[config.mk]
export PLATFORM = sky130hd
export DESIGN_NAME = cdc_fifo_read_arbiter
export DESIGN_NICKNAME = d
export VERILOG_FILES = /design/src/rtl/cdc_fifo_read_arbiter.sv
export SDC_FILE = /design/constraint.sdc
export NUM_CORES = 1
export LEC_CHECK = 0
export ABC_AREA = 1
export CORE_MARGIN = 2
export CORE_UTILIZATION = 30
export DETAILED_ROUTE_END_ITERATION = 16
export PLACE_DENSITY = 0.58
export SLEW_MARGIN = 15
export SYNTH_ARGS = -nofsm -noshare
export SYNTH_HDL_FRONTEND = slang
export SYNTH_SLANG_ARGS = --single-unit
[constraint.sdc]
create_clock -name clock -period 2.4 [get_ports clock]
set_input_delay 0.24 -clock clock [delete_from_list [all_inputs] [get_ports clock]]
set_output_delay 0.24 -clock clock [all_outputs]
set_load 0.01 [all_outputs]
[src/rtl/cdc_fifo_read_arbiter.sv]
// Round-robin arbiter that shares the CDC FIFO read port among several read-domain consumers,
// granting bursts of up to MAX_BURST pops and returning registered data with a one-hot valid.
module cdc_fifo_read_arbiter #(
    parameter int unsigned NUM_REQUESTERS = 4,
    parameter int unsigned DATA_WIDTH     = 8,
    parameter int unsigned MAX_BURST      = 4
) (
    input  logic                      clock,
    input  logic                      reset,
    input  logic [NUM_REQUESTERS-1:0] request,
    input  logic                      fifo_empty,
    input  logic [DATA_WIDTH-1:0]     fifo_read_data,
    output logic                      fifo_increment,
    output logic [NUM_REQUESTERS-1:0] grant,
    output logic [DATA_WIDTH-1:0]     read_data,
    output logic [NUM_REQUESTERS-1:0] read_valid,
    output logic [3:0]                burst_count
);

    localparam int unsigned IdxWidth  = $clog2(NUM_REQUESTERS);
    localparam logic [3:0]  LastCount = 4'(MAX_BURST - 1);

    typedef enum logic {StIdle, StBurst} state_e;

    state_e                    state;
    logic [IdxWidth-1:0]       pointer;
    logic [IdxWidth-1:0]       sel;
    logic [IdxWidth-1:0]       idx;
    logic [NUM_REQUESTERS-1:0] sel_onehot;
    logic                      found;
    logic                      owner_request;
    logic                      pop;

    // First set request bit strictly after the last grant, wrapping round.
    always_comb begin
        sel        = pointer;
        idx        = '0;
        found      = 1'b0;
        sel_onehot = '0;
        for (int unsigned i = 1; i <= NUM_REQUESTERS; i++) begin
            idx = IdxWidth'((32'(pointer) + i) % NUM_REQUESTERS);
            if (!found && request[idx]) begin
                sel   = idx;
                found = 1'b1;
            end
        end
        sel_onehot[sel] = 1'b1;
    end

    // grant is one-hot in StBurst, so this picks out the owner's request bit.
    assign owner_request  = |(grant & request);
    assign pop            = (state == StBurst) && owner_request && !fifo_empty;
    assign fifo_increment = pop && !reset;

    always_ff @(posedge clock or posedge reset) begin
        if (reset) begin
            state       <= StIdle;
            grant       <= '0;
            pointer     <= IdxWidth'(NUM_REQUESTERS - 1);
            burst_count <= '0;
            read_data   <= '0;
            read_valid  <= '0;
        end else begin
            read_valid <= '0;
            case (state)
                StIdle: begin
                    if (|request && !fifo_empty) begin
                        grant       <= sel_onehot;
                        pointer     <= sel;
                        burst_count <= '0;
                        state       <= StBurst;
                    end
                end
                StBurst: begin
                    if (pop) begin
                        read_data  <= fifo_read_data;
                        read_valid <= grant;
                        if (burst_count == LastCount) begin
                            grant       <= '0;
                            burst_count <= '0;
                            state       <= StIdle;
                        end else begin
                            burst_count <= burst_count + 4'd1;
                        end
                    end else begin
                        // Owner dropped its demand or the FIFO ran dry.
                        grant       <= '0;
                        burst_count <= '0;
                        state       <= StIdle;
                    end
                end
                default: state <= StIdle;
            endcase
        end
    end

endmodule

# Yosys cells after proc, flatten, opt, wreduce, memory -nomap -nowiden
# Cells that the tools add are included.
[totals]
word_cells = 71
register_bits = 23
n_memories = 0
latch_bits = 0
output_inout_bits = 21
ram_bits = 0
inputBits = 15
mem_bits_ro = 0
[classes]
n_mux = 31
n_lt_le_gt_ge = 6
mul = 0
eq_ne = 3
bitwise_logic = 2
shift = 0
n_addsub = 5
reduce_logical = 18
div = 0
[op_table]
columns = ["cell", "n"]
rows = [
  ["$mux 4", 8],
  ["$pmux 4 s2", 2],
  ["$lt 2x3->1 const B", 5],
  ["$mux 1", 11],
  ["$bmux 1 s2", 4],
  ["$logic_and 1x1->1", 8],
  ["$mux 2", 4],
  ["$reduce_or 4->1", 2],
  ["$reduce_and 2->1", 3],
  ["$logic_not 1->1", 5],
  ["$add 2x1->2 const B", 2],
  ["$add 2x2->2 const B", 2],
  ["$add 4x1->4 const B", 1],
  ["$and 4x4->4", 1],
  ["$eq 4x2->1 const B", 1],
  ["$ne 3x2->1 const B", 1],
  ["$demux 1 s2", 1],
  ["$ge 2x1->1 const B", 1],
  ["$ne 2x2->1 const B", 1],
  ["$pmux 1 s2", 1],
  ["$not 1->1", 1],
]

# Logic depth before layout (Yosys ltp)
[logic_depth]
depth_word = 19
ltp_mapped = 12
ltp_nobuf = 12

# Worst setup path before layout
# OpenSTA, ideal clock, no wires.
[synth_path]
path_kind = "flip-flop to flip-flop"
start = "register pointer[0]"
end = "register grant[2]"
t_required_ns = 2.284
setup_time_ns = 0.116
period_less_slack_ns = 1.449
arrival_time_ns = 1.332
path_slack_ns = 0.951
path_stages_with_launch = 13
n_path_buf = 1
cell_sequence = "dfstp_2 > buf_6 > nand2_1 > nand2_4 > nand2_4 > nand2_4 > inv_4 > nand3_1 > nand2_1 > nand2_1 > nand2_2 > nand2_1 > nand2_1"
[synth_via]
elab_chain_cells = 19
elab_cells_between_ends = 32
classes_between = "add/sub (4); order compare (2); mux (19); reduce/logical (7)"
[synth_rtl]
columns = ["item", "line_no", "rtl"]
rows = [
  ["start: declaration", "26", "logic [IdxWidth-1:0] pointer;"],
  ["start signal: assignment", "59", "pointer <= IdxWidth'(NUM_REQUESTERS - 1);"],
  ["start signal: assignment", "69", "pointer <= sel;"],
  ["$add 2x1->2", "41", "idx = IdxWidth'((32'(pointer) + i) % NUM_REQUESTERS);"],
  ["$bmux 1 s2", "42", "if (!found && request[idx]) begin"],
  ["$mux 1 (not written as such)", "42", ""],
  ["$mux 1", "42", ""],
  ["$logic_not 1->1", "42", ""],
  ["$logic_and 1x1->1", "42", ""],
  ["$mux 1", "42", ""],
  ["$logic_not 1->1", "42", ""],
  ["(+3 left out)", "n/a", ""],
  ["$logic_and 1x1->1", "42", ""],
  ["$mux 2 (*)", "42", ""],
  ["$lt 2x3->1 (not written as such) or $ge 2x1->1 (tied branches)", "47", "sel_onehot[sel] = 1'b1;"],
  ["$logic_and 1x1->1 (not written as such)", "47", ""],
  ["$mux 1 (not written as such)", "47", ""],
  ["$demux 1 s2 (*)", "47", ""],
  ["$mux 4 (*)", "67", "if (|request && !fifo_empty) begin"],
  ["$pmux 4 s2 (*)", "65", "case (state)"],
  ["end signal: assignment", "68", "grant <= sel_onehot;"],
  ["end: declaration", "14", "output logic [NUM_REQUESTERS-1:0] grant,"],
]
# Mark *: on every way between the ends. The rest lies on a longest branch, timed or not. The select of a mux whose other input is x is not followed.
# A chain may end at the register's enable or synchronous reset.

# Worst setup path after layout
[layout_path]
start = "input port request[2]"
end = "output port fifo_increment"
[layout_via]
elab_chain_cells = 5
[layout_rtl]
columns = ["item", "line_no", "rtl"]
rows = [
  ["start: declaration", "10", "input logic [NUM_REQUESTERS-1:0] request,"],
  ["$and 4x4->4", "51", "assign owner_request = |(grant & request);"],
  ["$reduce_or 4->1", "51", ""],
  ["$logic_and 1x1->1 (2 in series)", "52", "assign pop = (state == StBurst) && owner_request && !fifo_empty;"],
  ["$logic_and 1x1->1", "53", "assign fifo_increment = pop && !reset;"],
  ["end: declaration", "13", "output logic fifo_increment,"],
]
# Every way passes these cells.

==> metrics.md <==
| Metric | Value |
|---|---|
| Register area share after synthesis | 0.450 |
| Combinational Power Share | 0.557 |
| Die Width | 69.4 um |
| Max-capacitance violation count | 0 |
| Cell with the biggest individual delay on the critical path | sky130_fd_sc_hd__clkdlybuf4s50_1 |
| Syn avg cell area | 7.55 um^2 |
| Net Sw Frac | 0.443 |
| Summed instance area of the synthesized netlist | 1280 um^2 |
| Class of the most critical hold timing path | input port to asynchronous set/reset pin |
| Most used cell, CP | sky130_fd_sc_hd__clkdlybuf4s50_1 |
| Initial antenna violation count | 0 |
| Clock transition at the registers of the reported paths | 0.08 ns |
| Non-filler instance count after layout | 259 |
| Final count of pins violating max slew | 0 |
| Setup slack, reg-to-reg | 0.66 ns |
| Initial standard-cell utilization of the core | 0.316 |
| Net count after synthesis | 186 |
| F_max | 477 MHz |
| Routed len/inst | 11.5 um |
| RSZ-0062 raised after global routing | false |
| Proportion of power drawn by the clock network | 0.123 |
| Tot Pwr | 1.89 mW |
| Fill count | 414 |
| IR Drop Worst-Case VDD | 0.429 mV |
| Boundary Pins | 36 |
| Worst-skew pair later-pin latency | 0.26 ns |
| Relative slew margins | 0.808 |
| Depth of the most critical reg-to-reg path | 11 |
| Fraction of layout instances using a drive strength above 1 | 0.153 |
| Antenna diodes | 0 |
| Setup violators final | 0 |
| Total of flip-flops plus latches after synthesis | 23 |
| Count of buffering cells on the critical path with inverters included | 3 |
| Warning count from the yosys run | 0 |
| CTS tree | yes |
| Vertical die dimension | 69.4 um |
| Count of buffers added by post-CTS timing repair for setup | 0 |
| Element type at the critical path start | input port |
| Max Clock Skew | 0.00342 ns |
| Via density | 4.39 |
| Global-route wire length before repair | 5390 um |
| Share of the core filled with cells | 0.431 |
| Total negative slack for setup checks | 0 ns |
| Total leakage power | 0.868 nW |
| Power Dens Cells | 1080 nW/um^2 |
| Final HPWL from detailed placement | 2330 um |
| GRT overflow | 0 |
| 1st-iter DRT viols | 39 |
| Required arrival time at the worst endpoint | 2.16 ns |
| Number of placement rows | 23 |
| Number of placed cells counting well taps | 255 |
| Area inside the core boundary | 4060 um^2 |
| Min Clock Period, post-route | 2.10 ns |
| Switching power | 0.836 mW |
| Critical path arrival | 1.86 ns |
| TritonCTS Buffers | 3 |
| Worst flop-to-flop path startpoint | pointer[0] |
| Last weighted congestion value of the routability-driven placer | 0.753 |
| Number of clock sinks | 23 |
| Register area | 578 um^2 |
| Via count | 1136 |
| Portion of total power attributed to sequential cells | 0.320 |
| Kind of end point of the critical path | output pin |
| Hold_buf cts | 0 |
| Crit-path max cell delay | 0.54 ns |
| Cell family contributing the most delay on the critical path | buffers and inverters |
| Detailed-route wire length | 2980 um |
| Cells along the critical path | clkdlybuf4s50_1, inv_1, o2111ai_1, nand2_1, nor2_1, clkdlybuf4s50_1 |
| Final hold violation count | 0 |
| RR Endpoint | grant[3] |
| Footprint of the multi-input gates | 619 um^2 |
| Total DRC errors in the routed layout | 0 |
| Remaining antenna violation count | 0 |
| Global router's overall resource usage | 0.139 |
| Post_cts resized | 0 |
| Area Growth Syn to Fin | 36.2% |
| Class of the most critical setup path | input port to output pin |
| Buffer type at the clock tree root | sky130_fd_sc_hd__clkbuf_8 |
| Post-layout net count | 226 |
| # port buffers | 35 |
| Internal power component | 1.05 mW |
| Fraction of the cycle the final worst path needs | 0.873 |
| Post-synthesis cell count | 170 |
| Number of global-route vias before repair | 1162 |
| Number of H-tree branching levels | 1 |
| First-pass iteration count of the detailed router | 4 |
| Maximum number of pins on one net before global-route repair | 24 |
| Count of cell types in the netlist | 23 |
| Slew at the pin closest to its max-slew limit | 0.288 ns |
| Outcome | complete, no violations |
| Critical-path maximum fanout | 3 |
| Number of buffers between clock root and the deepest sink | 2 |
| Die Outline Area | 4820 um^2 |
-- synthesized netlist by cell type, drive strengths merged --
cell / count / area, um^2
a31o: 1 / 8.76
nand3: 23 / 128
o22ai: 2 / 12.5
dfrtp: 21 / 526
o21ai: 4 / 20.0
buf: 2 / 16.3
o2111ai: 1 / 8.76
nor2: 11 / 48.8
clkbuf: 2 / 7.51
xor2: 1 / 8.76
inv: 16 / 62.6
dfstp: 2 / 52.6
xnor2: 1 / 8.76
nand2: 82 / 363
ha: 1 / 12.5
-- logic make-up (layout without fill, tap and decap cells) --
kind of cell | after synthesis | count (layout) | share of synthesized area
xor gates and xnor gates | 2 | 2 | 0.0136
AOI/OAI and AO/OA | 8 | 8 | 0.0390
and+or+nand+nor | 116 | 116 | 0.420
buffers and inverters | 20 | 59 | 0.0672
adders and majority gates | 1 | 1 | 0.00975
DFF | 23 | 23 | 0.450
-- power by group through the flow --
stage / Clock, mW / Combinational, mW / Sequential (mW)
2_1_floorplan: 0 / 0.716 / 0.616
3_3_place_gp: 0 / 1.06 / 0.613
3_5_place_dp: 0 / 1.07 / 0.613
4_1_cts: 0.245 / 1.07 / 0.606
5_1_grt: 0.265 / 1.18 / 0.629
6_report: 0.233 / 1.05 / 0.604
-- layer usage --
layer  track usage  share of wire
met1         0.181           0.46
met2         0.233           0.50
met3        0.0363          0.030
met4        0.0261         0.0070
met5             0              0
-- tightest hold or removal path, delay by kind of cell --
kind / cells / cell delay, ns
buffers and inverters: 3 / 0.76
-- cell type report --
cell class / instances / area share
Multi-Input combinational cell: 127 / 0.354
Sequential cell: 23 / 0.331
Timing Repair Buffer: 39 / 0.218
Inverter: 16 / 0.0358
Tap cell: 50 / 0.0358
Clock buffer: 4 / 0.0258
-- worst max-delay path by stage --
stage / slack, ns / cells past startpoint / from / endpoint
2_1_floorplan: 0.95 / 12 / pointer[0] / grant[2]
3_3_place_gp: 0.33 / 6 / request[2] / fifo_increment
3_5_place_dp: 0.30 / 6 / request[2] / fifo_increment
4_1_cts: 0.29 / 6 / request[2] / fifo_increment
5_1_grt: 0.16 / 6 / request[2] / fifo_increment
6_report: 0.30 / 6 / request[2] / fifo_increment
-- registers in the layout, indices dropped and copies added, names as in the netlist --
register	count
read_data	8
burst_count	4
grant	4
pointer	2
read_valid	4
state	1
-- stage by stage --
stage | hold WS [ns] | instance area [um^2] | setup WS [ns]
floorplan | 0.240 | 1280 | 0.951
global placement | 0.455 | 1700 | 0.325
detailed placement | 0.458 | 1700 | 0.297
CTS | 0.361 | 1750 | 0.292
global route | 0.388 | 1750 | 0.163
finish | 0.348 | 1750 | 0.304
-- cells in the final DEF, fill, tap and decap left out --
cell type | synthesis | final
sky130_fd_sc_hd__a31o_2 | 1 | 1
sky130_fd_sc_hd__buf_4 | 0 | 4
sky130_fd_sc_hd__clkbuf_1 | 2 | 1
sky130_fd_sc_hd__clkbuf_8 | 0 | 3
sky130_fd_sc_hd__clkdlybuf4s50_1 | 0 | 35
sky130_fd_sc_hd__dfrtp_1 | 21 | 21
sky130_fd_sc_hd__dfstp_2 | 2 | 2
sky130_fd_sc_hd__ha_1 | 1 | 1
sky130_fd_sc_hd__inv_1 | 12 | 12
sky130_fd_sc_hd__inv_2 | 3 | 3
sky130_fd_sc_hd__inv_4 | 1 | 1
sky130_fd_sc_hd__nand2_1 | 68 | 68
sky130_fd_sc_hd__nand2_2 | 10 | 10
sky130_fd_sc_hd__nand2_4 | 4 | 4
sky130_fd_sc_hd__nand3_1 | 22 | 22
sky130_fd_sc_hd__nand3_4 | 1 | 1
sky130_fd_sc_hd__nor2_1 | 8 | 8
sky130_fd_sc_hd__nor2_2 | 3 | 3
sky130_fd_sc_hd__o2111ai_1 | 1 | 1
sky130_fd_sc_hd__o21ai_0 | 2 | 2
sky130_fd_sc_hd__o21ai_1 | 2 | 2
sky130_fd_sc_hd__o22ai_1 | 2 | 2
sky130_fd_sc_hd__xnor2_1 | 1 | 1
sky130_fd_sc_hd__xor2_1 | 1 | 1
Note: power is estimated with default switching activity, not from simulation.
